[src/rtl/spi_cmd_ctrl_if.sv]
// spi_cmd_ctrl_if: bundle of the signals between the SPI byte slave, the
// command controller, the frame-buffer write port, the control-register bank
// and the buffer-swap logic.
//   spi_addr/spi_data/spi_first/spi_last/spi_stb : SPI transaction bytes (to controller)
//   spi_out                                      : status byte for readback (from controller)
//   fb_addr/fb_data/fb_valid, fb_ready           : frame-buffer write handshake
//   reg_idx/reg_val/reg_we                       : control-register write
//   swap_req, swap_ack                           : buffer-swap handshake
// Modports: master = environment side, slave = spi_cmd_ctrl side.
interface spi_cmd_ctrl_if #(
  parameter int unsigned ADDR_W = 14
);
  logic [7:0]        spi_addr;
  logic [7:0]        spi_data;
  logic              spi_first;
  logic              spi_last;
  logic              spi_stb;
  logic [7:0]        spi_out;
  logic [ADDR_W-1:0] fb_addr;
  logic [7:0]        fb_data;
  logic              fb_valid;
  logic              fb_ready;
  logic [3:0]        reg_idx;
  logic [7:0]        reg_val;
  logic              reg_we;
  logic              swap_req;
  logic              swap_ack;

  modport master (
    output spi_addr, spi_data, spi_first, spi_last, spi_stb, fb_ready, swap_ack,
    input  spi_out, fb_addr, fb_data, fb_valid, reg_idx, reg_val, reg_we, swap_req
  );

  modport slave (
    input  spi_addr, spi_data, spi_first, spi_last, spi_stb, fb_ready, swap_ack,
    output spi_out, fb_addr, fb_data, fb_valid, reg_idx, reg_val, reg_we, swap_req
  );
endinterface

[src/rtl/spi_cmd_ctrl.sv]
// spi_cmd_ctrl: decodes SPI transactions (command byte + data bytes) into
// control-register writes, auto-incrementing frame-buffer pixel writes through
// a small FIFO, buffer-swap requests and a registered status byte.
// Ports:
//   clk        system clock
//   rst        asynchronous, active-high reset
//   bus        spi_cmd_ctrl_if.slave (SPI bytes in, status out, fb/reg/swap ports)
// Parameters: ADDR_W (frame-buffer address width, > 8), FIFO_DEPTH (power of two, >= 2).
// Build option: define SPI_CMD_CTRL_ADDR_WRAP_EN to let the frame-buffer
// address wrap from all-ones to zero; otherwise bytes past the top address
// are dropped and flagged as an error.
module spi_cmd_ctrl #(
  parameter int unsigned ADDR_W     = 14,
  parameter int unsigned FIFO_DEPTH = 4
) (
  input logic           clk,
  input logic           rst,
  spi_cmd_ctrl_if.slave bus
);
  localparam int unsigned PTR_W = (FIFO_DEPTH > 1) ? $clog2(FIFO_DEPTH) : 1;
  localparam int unsigned CNT_W = $clog2(FIFO_DEPTH + 1);
`ifdef SPI_CMD_CTRL_ADDR_WRAP_EN
  localparam bit WRAP_EN = 1'b1;
`else
  localparam bit WRAP_EN = 1'b0;
`endif

  localparam logic [3:0] CMD_NOP  = 4'h0;
  localparam logic [3:0] CMD_REG  = 4'h1;
  localparam logic [3:0] CMD_FB   = 4'h2;
  localparam logic [3:0] CMD_SWAP = 4'h3;
  localparam logic [3:0] CMD_CLR  = 4'h4;

  typedef struct packed {
    logic [ADDR_W-1:0] addr;
    logic [7:0]        data;
  } fb_entry_t;

  // Each state names the byte the controller is waiting for next.
  typedef enum logic [2:0] {
    IDLE, REG_IDX, REG_VAL, FB_AHI, FB_ALO, FB_DATA, IGNORE
  } state_t;

  state_t            state_q, state_d, byte_state;
  logic              last_q;
  logic [3:0]        wr_idx_q, wr_idx_d;
  logic [ADDR_W-1:0] wr_addr_q, wr_addr_d;
  logic              addr_end_q, addr_end_d;
  logic [3:0]        reg_idx_q, reg_idx_d;
  logic [7:0]        reg_val_q, reg_val_d;
  logic              reg_we_q, reg_we_d;
  logic              ovf_q, ovf_d, err_q, err_d;
  logic              swap_pend_q, swap_pend_d;
  logic              swap_req_q, swap_req_d;
  logic [7:0]        spi_out_q, spi_out_d;
  fb_entry_t         mem_q [FIFO_DEPTH];
  logic [PTR_W-1:0]  wr_ptr_q, rd_ptr_q;
  logic [CNT_W-1:0]  count_q, count_d;
  logic              fb_valid_q, fb_valid_d;

  logic              last_rise, push, push_ok, pop, full;
  logic              ovf_set, err_set, clr;
  logic [3:0]        occ;
  fb_entry_t         push_entry;
  logic              unused_cmd_lo;

  assign unused_cmd_lo = ^bus.spi_addr[3:0];

  // Next-state, byte handling, FIFO control and status composition.
  always_comb begin
    state_d     = state_q;
    byte_state  = state_q;
    wr_idx_d    = wr_idx_q;
    wr_addr_d   = wr_addr_q;
    addr_end_d  = addr_end_q;
    reg_idx_d   = reg_idx_q;
    reg_val_d   = reg_val_q;
    reg_we_d    = 1'b0;
    swap_pend_d = swap_pend_q;
    swap_req_d  = swap_req_q;
    push        = 1'b0;
    push_entry  = '{addr: wr_addr_q, data: bus.spi_data};
    ovf_set     = 1'b0;
    err_set     = 1'b0;
    clr         = 1'b0;
    last_rise   = bus.spi_last & ~last_q;
    full        = (count_q == CNT_W'(FIFO_DEPTH));
    pop         = fb_valid_q & bus.fb_ready;

    if (bus.spi_stb) begin
      // A first-byte strobe re-decodes; its byte is then handled as byte 0.
      if (bus.spi_first) begin
        case (bus.spi_addr[7:4])
          CMD_NOP: byte_state = IDLE;
          CMD_REG: byte_state = REG_IDX;
          CMD_FB:  byte_state = FB_AHI;
          CMD_SWAP: begin
            byte_state = IDLE;
            if (swap_req_q) err_set = 1'b1;
            else            swap_pend_d = 1'b1;
          end
          CMD_CLR: begin
            byte_state = IDLE;
            clr        = 1'b1;
          end
          default: begin
            byte_state = IGNORE;
            err_set    = 1'b1;
          end
        endcase
      end
      state_d = byte_state;
      case (byte_state)
        REG_IDX: begin
          wr_idx_d = bus.spi_data[3:0];
          state_d  = REG_VAL;
        end
        REG_VAL: begin
          reg_idx_d = wr_idx_q;
          reg_val_d = bus.spi_data;
          reg_we_d  = 1'b1;
          wr_idx_d  = wr_idx_q + 4'd1;
        end
        FB_AHI: begin
          wr_addr_d  = ADDR_W'({bus.spi_data, 8'h00});
          addr_end_d = 1'b0;
          state_d    = FB_ALO;
        end
        FB_ALO: begin
          wr_addr_d  = (wr_addr_q & ~ADDR_W'(8'hFF)) | ADDR_W'(bus.spi_data);
          addr_end_d = 1'b0;
          state_d    = FB_DATA;
        end
        FB_DATA: begin
          if (addr_end_q) begin
            err_set = 1'b1;
            state_d = IGNORE;
          end else begin
            push       = 1'b1;
            wr_addr_d  = wr_addr_q + ADDR_W'(1);
            // Without wrap, the top address ends the writable range.
            addr_end_d = (&wr_addr_q) & ~WRAP_EN;
          end
        end
        default: ;
      endcase
    end

    if (last_rise && !(bus.spi_stb && bus.spi_first)) state_d = IDLE;

    if (swap_req_q && bus.swap_ack) begin
      swap_req_d  = 1'b0;
      swap_pend_d = 1'b0;
    end else if (last_rise && swap_pend_q) begin
      swap_req_d = 1'b1;
    end

    // A pop in the same cycle frees the slot, so a full FIFO still accepts.
    push_ok = push & (~full | pop);
    if (push && !push_ok) ovf_set = 1'b1;
    count_d    = count_q + CNT_W'(push_ok) - CNT_W'(pop);
    fb_valid_d = (count_d != '0);

    // Set beats clear when both happen in one cycle.
    ovf_d = (ovf_q & ~clr) | ovf_set;
    err_d = (err_q & ~clr) | err_set;

    occ       = (32'(count_d) > 32'd15) ? 4'hF : 4'(count_d);
    spi_out_d = {swap_req_d, fb_valid_d, ovf_d, err_d, occ};
  end

  // State and datapath registers.
  always_ff @(posedge clk or posedge rst) begin
    if (rst) begin
      state_q     <= IDLE;
      last_q      <= 1'b0;
      wr_idx_q    <= '0;
      wr_addr_q   <= '0;
      addr_end_q  <= 1'b0;
      reg_idx_q   <= '0;
      reg_val_q   <= '0;
      reg_we_q    <= 1'b0;
      ovf_q       <= 1'b0;
      err_q       <= 1'b0;
      swap_pend_q <= 1'b0;
      swap_req_q  <= 1'b0;
      spi_out_q   <= '0;
      wr_ptr_q    <= '0;
      rd_ptr_q    <= '0;
      count_q     <= '0;
      fb_valid_q  <= 1'b0;
      for (int i = 0; i < int'(FIFO_DEPTH); i++) mem_q[i] <= '0;
    end else begin
      state_q     <= state_d;
      last_q      <= bus.spi_last;
      wr_idx_q    <= wr_idx_d;
      wr_addr_q   <= wr_addr_d;
      addr_end_q  <= addr_end_d;
      reg_idx_q   <= reg_idx_d;
      reg_val_q   <= reg_val_d;
      reg_we_q    <= reg_we_d;
      ovf_q       <= ovf_d;
      err_q       <= err_d;
      swap_pend_q <= swap_pend_d;
      swap_req_q  <= swap_req_d;
      spi_out_q   <= spi_out_d;
      count_q     <= count_d;
      fb_valid_q  <= fb_valid_d;
      if (push_ok) begin
        mem_q[wr_ptr_q] <= push_entry;
        wr_ptr_q        <= wr_ptr_q + PTR_W'(1);
      end
      if (pop) rd_ptr_q <= rd_ptr_q + PTR_W'(1);
    end
  end

  assign bus.spi_out  = spi_out_q;
  assign bus.fb_addr  = mem_q[rd_ptr_q].addr;
  assign bus.fb_data  = mem_q[rd_ptr_q].data;
  assign bus.fb_valid = fb_valid_q;
  assign bus.reg_idx  = reg_idx_q;
  assign bus.reg_val  = reg_val_q;
  assign bus.reg_we   = reg_we_q;
  assign bus.swap_req = swap_req_q;
endmodule

[src/flat_wrapper.sv]
// flat-port wrapper written by rule: the top's interface ports become plain ports
module spi_cmd_ctrl_flat 
#(
  parameter int unsigned ADDR_W     = 14,
  parameter int unsigned FIFO_DEPTH = 4
)
  (clk, rst, bus_spi_addr, bus_spi_data, bus_spi_first, bus_spi_last, bus_spi_stb, bus_fb_ready, bus_swap_ack, bus_spi_out, bus_fb_addr, bus_fb_data, bus_fb_valid, bus_reg_idx, bus_reg_val, bus_reg_we, bus_swap_req);
  spi_cmd_ctrl_if #(.ADDR_W(ADDR_W)) bus_i ();
  input logic clk;
  input logic rst;
  input wire logic [$bits(bus_i.spi_addr)-1:0] bus_spi_addr;
  input wire logic [$bits(bus_i.spi_data)-1:0] bus_spi_data;
  input wire logic [$bits(bus_i.spi_first)-1:0] bus_spi_first;
  input wire logic [$bits(bus_i.spi_last)-1:0] bus_spi_last;
  input wire logic [$bits(bus_i.spi_stb)-1:0] bus_spi_stb;
  input wire logic [$bits(bus_i.fb_ready)-1:0] bus_fb_ready;
  input wire logic [$bits(bus_i.swap_ack)-1:0] bus_swap_ack;
  output wire logic [$bits(bus_i.spi_out)-1:0] bus_spi_out;
  output wire logic [$bits(bus_i.fb_addr)-1:0] bus_fb_addr;
  output wire logic [$bits(bus_i.fb_data)-1:0] bus_fb_data;
  output wire logic [$bits(bus_i.fb_valid)-1:0] bus_fb_valid;
  output wire logic [$bits(bus_i.reg_idx)-1:0] bus_reg_idx;
  output wire logic [$bits(bus_i.reg_val)-1:0] bus_reg_val;
  output wire logic [$bits(bus_i.reg_we)-1:0] bus_reg_we;
  output wire logic [$bits(bus_i.swap_req)-1:0] bus_swap_req;
  assign bus_i.spi_addr = bus_spi_addr;
  assign bus_i.spi_data = bus_spi_data;
  assign bus_i.spi_first = bus_spi_first;
  assign bus_i.spi_last = bus_spi_last;
  assign bus_i.spi_stb = bus_spi_stb;
  assign bus_i.fb_ready = bus_fb_ready;
  assign bus_i.swap_ack = bus_swap_ack;
  assign bus_spi_out = bus_i.spi_out;
  assign bus_fb_addr = bus_i.fb_addr;
  assign bus_fb_data = bus_i.fb_data;
  assign bus_fb_valid = bus_i.fb_valid;
  assign bus_reg_idx = bus_i.reg_idx;
  assign bus_reg_val = bus_i.reg_val;
  assign bus_reg_we = bus_i.reg_we;
  assign bus_swap_req = bus_i.swap_req;
  spi_cmd_ctrl #(.ADDR_W(ADDR_W), .FIFO_DEPTH(FIFO_DEPTH)) u_core (.clk(clk), .rst(rst), .bus(bus_i));
endmodule
[config.mk]
export PLATFORM = sky130hd
export DESIGN_NAME = spi_cmd_ctrl_flat
export DESIGN_NICKNAME = d
export VERILOG_FILES = /design/src/rtl/spi_cmd_ctrl_if.sv /design/src/rtl/spi_cmd_ctrl.sv /design/src/flat_wrapper.sv
export SDC_FILE = /design/constraint.sdc
export NUM_CORES = 1
export LEC_CHECK = 0
export BUFFER_PORTS_ARGS = -buffer_cell sky130_fd_sc_hd__clkbuf_2
export CAP_MARGIN = 20
export CELL_PAD_IN_SITES_DETAIL_PLACEMENT = 0
export CELL_PAD_IN_SITES_GLOBAL_PLACEMENT = 1
export CORE_ASPECT_RATIO = 1.4
export CORE_MARGIN = 2
export CORE_UTILIZATION = 44
export DETAILED_ROUTE_END_ITERATION = 7
export GPL_ROUTABILITY_DRIVEN = 0
export PLACE_DENSITY = 0.73
export SLEW_MARGIN = 5
export SYNTH_ARGS = -nofsm -noshare
export SYNTH_HDL_FRONTEND = slang
export SYNTH_SLANG_ARGS = --single-unit
[constraint.sdc]
create_clock -name clk -period 4 [get_ports clk]
set_input_delay 0.4 -clock clk [delete_from_list [all_inputs] [get_ports clk]]
set_output_delay 0.4 -clock clk [all_outputs]
set_load 0.005 [all_outputs]
==> reports/results.txt, run 1 <==
Syn Nets: 523
Flops & latches, synth: 136
Worst Path Class, Setup: reg2reg
Fmax: 0.3729 GHz
Hold crit path type: in2reg
Postcts setup bufs: 0
RSZ-0062 raised after global routing: no
WP data required: 4.29 ns
Worst Setup End Kind: flip-flop
Period utilization: 67.04%
Worst hold slack: 0.09228 ns
Clock power share: 31.0%
Remaining Overflow, GRT: 0
CTS H-Tree Depth: 4
Tot Pwr: 5036 µW
Tightest Pin Transition: 0.7628 ns
Chip width: 109.4 µm
Layout area overhead: 14.91%
Worst path buffer plus inverter count: 1
Most common flop cell mapped by yosys: dfrtp_1
Internal power: 3502 µW
Logic pwr share: 25.9%
Mapped Cells: 491
Dpl hpwl: 9371 µm
# port buffers: 62
CTS Buf Count: 17
Critical path endpoint: u_core.bus.spi_out[6]
Post-synth cell types: 54
Status: completed
Syn_area_per_cell: 13.93 µm²
Setup crit start: u_core.bus.spi_out[6]
Maximum vdd drop: 249.5 µV
Setup_tns: 0 ns
Reg2Reg Depth: 9
Net switching power: 1535 µW
Net Sw Frac: 30.47%
Antenna diode count: 0
CP Cell Sequence: and2_1 -> o41ai_1 -> nor4_4 -> buf_4 -> ha_1 -> fa_1 -> xnor2_1 -> xnor2_1 -> or3_1
Drt first pass iters: 4
First-pass GRT wire length: 23560 µm
Ys async rst share: 100.0%
CTS tree: yes
Post-route ant nets: 0
Vias in the first global route: 4321
Yosys warning count: 0
Largest net degree at the start of global routing: 137
Crit path max fanout: 8
Initial antenna violation count: 0
DR iter-0 viols: 271
Post-CTS sizing: 0
EDFF count, synth: 0
Placed cell count: 720
Seq/Total Area, Yosys: 49.77%
Drt drc: 0
CTS Hold Bufs: 0
Final Hold Vio Count: 0
Pleak: 0.003896 µW
Core area: 0.01512 mm²
CP Launch Type: flip-flop
Most used cell, CP: xnor2_1
Minimum clock period: 2.681 ns
Levels on crit path: 9
# Max-Cap Violations: 0
Ports: 68
CTS Sinks: 136
Count of standard-cell rows: 53
Die height: 151.5 µm
Slew Viols, Final: 0
FF-to-FF End: u_core.bus.spi_out[6]
# setup viols final: 0
Crit path DAT: 2.98 ns
Post-synthesis cell area: 0.006838 mm²
Initial Utilization: 45.23%
Die area: 0.01657 mm²
Setup slack, reg-to-reg: 1.32 ns
Final Skew: 0.01204 ns
Slowest library cell on the worst path: o41ai_1
DR WL/cell: 19.36 µm
CTS root buf: clkbuf_16
Clock Path Buffers: 2
Total Wirelength: 14560 µm
GRT Overall Usage: 18.87%
Clk slew on worst S/H paths: 0.06 ns
Final Core Density: 51.97%
Share of layout cells above drive strength 1: 41.79%
Sequential power share: 43.0%
Total vias in the final route: 4179
Family with the most delay on the worst path: simple AND/OR/NAND/NOR gates
Max incr delay on CP: 0.50 ns
Nets: 579
Most frequent cells in the layout: dfrtp_1, mux2_4, clkbuf_2
Slew Limit Headroom: 49.15%
Worst r2r src: u_core.bus.spi_out[6]
Vias per cell: 5.557
Clock latency on the worst-skew pair: 0.42 ns
Power density over cell area: 641.0 mW/mm²
Finished Layout Cells: 752
Commonest non-fill, non-tap cell in the layout: dfrtp_1
==> logic make-up (layout without fill, tap and decap cells) <==
family	after synthesis	count (layout)	synth area share (%)
other	1	1	0.05484
xor gates and xnor gates	9	9	1.153
muxes	127	127	28.86
adders and majority gates	9	9	1.757
buffers and inverters	54	123	4.172
and+or+nand+nor	82	82	6.624
DFF	136	136	49.77
AOI/OAI and AO/OA	73	73	7.612
==> synth_stat cells, types with 3 or more instances <==
library cell | count | share of area, %
a2bb2oi_1 | 3 | 0.38
inv_1 | 20 | 1.1
nand3_1 | 11 | 0.81
mux2i_1 | 4 | 0.59
a31oi_1 | 4 | 0.37
and2_1 | 3 | 0.27
or3_1 | 3 | 0.27
mux2_2 | 21 | 3.5
buf_4 | 5 | 0.55
nand2_1 | 18 | 0.99
o211ai_1 | 3 | 0.33
xnor2_1 | 7 | 0.90
clkbuf_1 | 15 | 0.82
o21ai_0 | 5 | 0.37
nor3_1 | 9 | 0.66
mux2_4 | 80 | 18
buf_2 | 3 | 0.22
nand2_4 | 4 | 0.66
nor2_1 | 12 | 0.66
a22o_1 | 3 | 0.38
nand2b_1 | 4 | 0.37
mux4_2 | 22 | 7.2
dfrtp_1 | 136 | 50
a21oi_1 | 11 | 0.81
buf_1 | 3 | 0.16
a22oi_1 | 12 | 1.3
buf_6 | 8 | 1.3
o2bb2ai_1 | 4 | 0.51
ha_1 | 8 | 1.5
nor4_1 | 5 | 0.46
a32o_1 | 3 | 0.44
o22ai_1 | 11 | 1.0
nand4_1 | 5 | 0.46
==> how the worst min path moves through the flow <==
stage	start	to	slack (ns)	cells after the start
2_1_floorplan	bus_spi_last	u_core.last_q	0.43	0
3_3_place_gp	u_core.rd_ptr_q[0]	u_core.rd_ptr_q[0]	0.48	1
3_5_place_dp	u_core.mem_q[49]	u_core.mem_q[49]	0.49	1
4_1_cts	bus_spi_last	u_core.last_q	0.08	1
5_1_grt	bus_spi_last	u_core.last_q	0.08	1
6_report	bus_spi_last	u_core.last_q	0.09	1
==> flip-flops by register name, summed over array words and instances (netlist names), 3 cells and up <==
name	cells
u_core.bus.reg_idx	4
u_core.bus.reg_val	8
u_core.bus.spi_out	4
u_core.mem_q	88
u_core.state_q	3
u_core.wr_addr_q	14
u_core.wr_idx_q	4
==> power groups by stage <==
stage                     sequential [µW]  clock [µW]  combinational (µW)
after floorplan                      2010           0                1060
final                                2170        1560                1310
after detailed placement             2200           0                1320
after CTS                            2180        1600                1330
after global routing                 2240        1660                1430
after global placement               2160           0                1290
==> per-layer routing <==
layer | GRT usage (%) | routed length, µm
met1 | 24.65 | 6441
met2 | 30.65 | 7508
met3 | 4.106 | 405
met4 | 7.342 | 204
met5 | 0 | 0
==> stage by stage <==
stage | cell area, µm² | worst slack (ns)
2_1_floorplan | 6842 | 1.208
3_3_place_gp | 7263 | 1.244
3_5_place_dp | 7263 | 1.237
4_1_cts | 7858 | 1.295
5_1_grt | 7858 | 1.201
6_report | 7858 | 1.319
==> worst reg2reg max path: cells and delay by family (launching register included) <==
kind	cells	cell delay (ns)
xor gates and xnor gates	2	0.29
AOI/OAI and AO/OA	1	0.50
adders and majority gates	2	0.59
DFF	1	0.39
and+or+nand+nor	3	0.59
buffers and inverters	1	0.20
==> cell type report <==
cell class | instances | area, µm²
Tap cell | 192 | 240.2
Timing Repair Buffer | 71 | 390.4
Multi-Input combinational cell | 301 | 3149
Sequential cell | 136 | 3405
Fill cell | 1317 | 7262
Clock buffer | 17 | 425.4
Inverter | 20 | 78.83
Clock inverter | 15 | 168.9
No activity file was read; power rests on OpenSTA's default activity.
==> inputs of run 2 (changes only) <==
CORE_UTILIZATION = 49   (was 44)
PLACE_DENSITY = 0.77   (was 0.73)
clock period = 2.6 ns   (was 4 ns; I/O delays follow)
==> reports/results.txt, run 2 (synthesis results as in run 1) <==
Final Hold Vio Count: 0
Initial Utilization: 49.61%
Count of standard-cell rows: 51
Pleak: 0.003998 µW
Vias in the first global route: 4523
Largest net degree at the start of global routing: 85
Fmax: 0.4335 GHz
Power density over cell area: 992.0 mW/mm²
DR iter-0 viols: 230
Slew Viols, Final: 0
Chip width: 103.8 µm
Total Wirelength: 14710 µm
CTS H-Tree Depth: 4
Hold crit path type: in2reg
Post-route ant nets: 0
Internal power: 5576 µW
DR WL/cell: 19.46 µm
Total vias in the final route: 4292
Maximum vdd drop: 464.9 µV
Logic pwr share: 26.8%
Setup slack, reg-to-reg: 0.29 ns
# Max-Cap Violations: 0
Initial antenna violation count: 0
Crit path max fanout: 4
Finished Layout Cells: 756
Most frequent cells in the layout: dfrtp_1, mux2_4, clkbuf_2
Core area: 0.01378 mm²
Commonest non-fill, non-tap cell in the layout: dfrtp_1
Layout area overhead: 17.09%
CTS Sinks: 136
Minimum clock period: 2.307 ns
Clock Path Buffers: 2
Period utilization: 88.72%
Remaining Overflow, GRT: 0
Clock power share: 31.6%
Net Sw Frac: 29.79%
CP Launch Type: flip-flop
Die height: 143.8 µm
# port buffers: 62
Crit path DAT: 2.60 ns
RSZ-0062 raised after global routing: no
Layout filler cell count: 1164
Post-Place Setup Slack: 0.2171 ns
Vias per cell: 5.677
First-pass GRT wire length: 24450 µm
CTS root buf: clkbuf_16
Drt first pass iters: 4
Setup_tns: 0 ns
Antenna diode count: 0
Clock latency on the worst-skew pair: 0.41 ns
Drt drc: 0
Worst Setup End Kind: flip-flop
Share of layout cells above drive strength 1: 42.56%
Final Skew: 0.008779 ns
Sequential power share: 41.7%
CTS tree: yes
CTS Buf Count: 17
Number of flip-flops under the largest register name: 88
Fin worst setup slack: 0.2932 ns
Worst Path Class, Setup: reg2reg
Ports: 68
Die area: 0.01493 mm²
Net switching power: 2366 µW
WP data required: 2.89 ns
Placed cell count: 722
Nets: 590
# setup viols final: 0
Slew Limit Headroom: 58.85%
Status: completed
Biggest register: u_core.mem_q
GRT Overall Usage: 20.89%
Clk slew on worst S/H paths: 0.06 ns
Dpl hpwl: 9768 µm
Tightest Pin Transition: 0.6150 ns
## run 2: changes by cell type in the layout (fill, tap and decap cells not counted)
cell           previous run  this run
bufinv_16                 2         3
o41ai_1                   1         0
buf_12                    1         4
dlygate4sd3_1             0         2
buf_4                     8        14
inv_8                     1         0
dfrtp_2                   1         0
dfrtp_1                 135       136
clkbuf_8                  0         2
clkinvlp_4                7         3
o41ai_2                   0         1
clkinv_2                  0         2
## run 2: layer usage
| layer | global-route usage (%) | share of wire (%) | routed length [µm] | up-vias |
|---|---|---|---|---|
| met1 | 27.33 | 43 | 6398 | 2227 |
| met3 | 3.900 | 2.8 | 409 | 22 |
| met4 | 7.752 | 2.1 | 310 | 0 |
| met2 | 34.94 | 52 | 7596 | 94 |
| met5 | 0 | 0 | 0 | - |
| li1 | - | - | - | 1949 |
## run 2: area by class of cell
| type | count | area (µm²) | area share (%) |
|---|---|---|---|
| clock buffer | 19 | 452.9 | 5.657 |
| clock inverter | 13 | 167.7 | 2.094 |
| inverter | 20 | 78.83 | 0.9845 |
| multi-input combinational | 301 | 3157 | 39.43 |
| sequential | 136 | 3403 | 42.51 |
| tap | 185 | 231.5 | 2.891 |
| timing repair buffer | 82 | 515.5 | 6.439 |
## run 2: worst paths after layout
check	startpoint	to	cells after the start
min in group asynchronous	rst	u_core.mem_q[23]	4
worst min register to register	u_core.mem_q[43]	u_core.mem_q[43]	1
worst min-delay path	bus_swap_ack	u_core.swap_pend_q	2
worst max register to register	u_core.bus.spi_out[6]	u_core.bus.spi_out[6]	9
max in group asynchronous	rst	u_core.mem_q[8]	4
worst max-delay path	u_core.bus.spi_out[6]	u_core.bus.spi_out[6]	9
## run 2: critical path, stage by stage, from the launching register on
cell	delay, ns
dfrtp_1	0.38
and2_1	0.19
buf_4	0.16
ha_1	0.26
inv_1	0.03
ha_1	0.18
fa_1	0.38
xnor2_1	0.15
xnor2_1	0.14
or3_1	0.31
## run 2: timing repair
| action | 4_1_cts | 5_1_grt |
|---|---|---|
| endpoints found under the hold margin | 53 | 0 |
| endpoints found under the setup margin | 0 | 1 |
| gates resized for setup | 0 | 1 |
| setup buffers | 0 | 0 |
| hold buffers | 2 | 0 |
## run 2: power groups by stage
stage | Clock (µW) | Sequential, µW | Combinational (µW)
floorplan | 0 | 3100 | 1620
global placement | 0 | 3280 | 2080
detailed placement | 0 | 3330 | 2140
CTS | 2550 | 3310 | 2160
global route | 2640 | 3400 | 2330
finish | 2510 | 3310 | 2130
## run 2: metrics by stage
stage                     utilization [%]  hold WS, ns  power (µW)  area [µm²]
after floorplan                         -       0.2914        4721        6842
final                               58.09      0.04171        7942        8006
after global routing                58.09      0.03635        8358        8006
after CTS                           58.03      0.03518        8014        7999
after detailed placement            53.39       0.3830        5477        7358
after global placement              53.39       0.3785        5360        7358
==> inputs of run 3 (changes only) <==
CORE_UTILIZATION = 40   (was 49)
PLACE_DENSITY = 0.64   (was 0.77)
==> reports/results.txt, run 3 (synthesis results as in run 1) <==
Status: completed
Commonest non-fill, non-tap cell in the layout: dfrtp_1
CP Launch Type: flip-flop
Design area: 0.008045 mm²
Maximum vdd drop: 444.6 µV
Minimum clock period: 2.359 ns
Antenna diode count: 0
Chip width: 114.5 µm
Hold crit path type: in2reg
Final Hold Vio Count: 0
# port buffers: 62
Setup slack, reg-to-reg: 0.24 ns
Largest net degree at the start of global routing: 49
Vias per cell: 5.483
Slew Viols, Final: 0
CTS Sinks: 136
Placed Instance Area: 0.007386 mm²
Ports: 68
GRT Overall Usage: 18.47%
Fmax: 0.4239 GHz
Total Wirelength: 15490 µm
Crit path DAT: 2.66 ns
Slew Limit Headroom: 56.69%
Layout area overhead: 17.66%
Dpl hpwl: 10520 µm
DR WL/cell: 19.92 µm
Worst Setup End Kind: flip-flop
Period utilization: 90.74%
Most frequent cells in the layout: dfrtp_1, mux2_4, clkbuf_2
Post-route ant nets: 0
Drt drc: 0
Initial Utilization: 40.83%
CTS H-Tree Depth: 4
Number of flip-flops under the largest register name: 88
DR iter-0 viols: 165
Clock Path Buffers: 2
Final Skew: 0.01040 ns
Clk slew on worst S/H paths: 0.06 ns
Die height: 158.7 µm
Worst hold slack: 0.02307 ns
Pleak: 0.004004 µW
Biggest register: u_core.mem_q
Tightest Pin Transition: 0.6473 ns
Worst Path Class, Setup: reg2reg
Share of layout cells above drive strength 1: 42.43%
Power density over cell area: 998.3 mW/mm²
Layout filler cell count: 1476
Core area: 0.01675 mm²
# setup viols final: 0
CTS tree: yes
Drt first pass iters: 4
Total vias in the final route: 4266
Nets: 594
Crit path max fanout: 3
Count of standard-cell rows: 56
RSZ-0062 raised after global routing: no
# Max-Cap Violations: 0
Vias in the first global route: 4827
Clock latency on the worst-skew pair: 0.43 ns
WP data required: 2.90 ns
Initial antenna violation count: 0
CTS Buf Count: 17
Die area: 0.01817 mm²
CTS root buf: clkbuf_16
Remaining Overflow, GRT: 0
Setup_tns: 0 ns
First-pass GRT wire length: 25860 µm
[run 3: changes by cell type in the layout (fill, tap and decap cells not counted), sizes merged]
cell / before / now
clkinvlp: 3 / 4
bufinv: 3 / 4
clkinv: 5 / 2
clkbuf: 81 / 84
inv: 22 / 20
buf: 18 / 22
[run 3: per-stage QoR]
stage,util (%),power (µW),instances,setup WS (ns)
after floorplan,-,4721,491,0.01104
after global placement,44.10,5392,744,0.2393
final,48.04,8031,778,0.2408
after global routing,48.04,8463,778,0.07587
after detailed placement,44.10,5495,744,0.2304
after CTS,48.04,8127,778,0.1993
[run 3: critical path, stage by stage, from the launching register on]
cell	delay, ns
dfrtp_1	0.39
and2_1	0.18
o41ai_1	0.26
buf_4	0.18
nor4_4	0.04
ha_1	0.22
fa_1	0.38
xnor2_1	0.15
xnor2_1	0.14
or3_1	0.30
[run 3: power breakdown]
part,leakage [µW],internal [µW],switching (µW)
Sequential,0.00178,2730,527
Combinational,0.00192,1270,892
Clock,0.000303,1680,928
[run 3: cell type report]
| class | instances | area, µm² | area share (%) |
|---|---|---|---|
| Clock inverter | 10 | 165.2 | 2.053 |
| Timing Repair Buffer | 86 | 520.5 | 6.470 |
| Inverter | 20 | 78.83 | 0.9798 |
| Multi-Input combinational cell | 301 | 3149 | 39.14 |
| Sequential cell | 136 | 3403 | 42.30 |
| Tap cell | 203 | 254.0 | 3.157 |
| Clock buffer | 22 | 474.2 | 5.894 |
[run 3: path summary, 6_finish.rpt]
kind,startpoint,end,cells after the start
max,u_core.bus.spi_out[6],u_core.bus.spi_out[6],9
min,bus_swap_ack,u_core.swap_pend_q,2
max reg2reg,u_core.bus.spi_out[6],u_core.bus.spi_out[6],9
max in group asynchronous,rst,u_core.bus.reg_val[6],4
min reg2reg,u_core.rd_ptr_q[1],u_core.rd_ptr_q[1],1
min in group asynchronous,rst,u_core.mem_q[45],3
[run 3: routing by layer]
metal  routed length, µm  track usage, %
met1                6663           22.57
met2                8153           31.82
met3                 363           3.550
met4                 314           7.095
met5                   0               0
[run 3: what timing repair did]
action	4_1_cts	5_1_grt
setup buffers	0	0
resized for setup	0	0
hold endpoints to repair	20	0
hold buffers	2	0
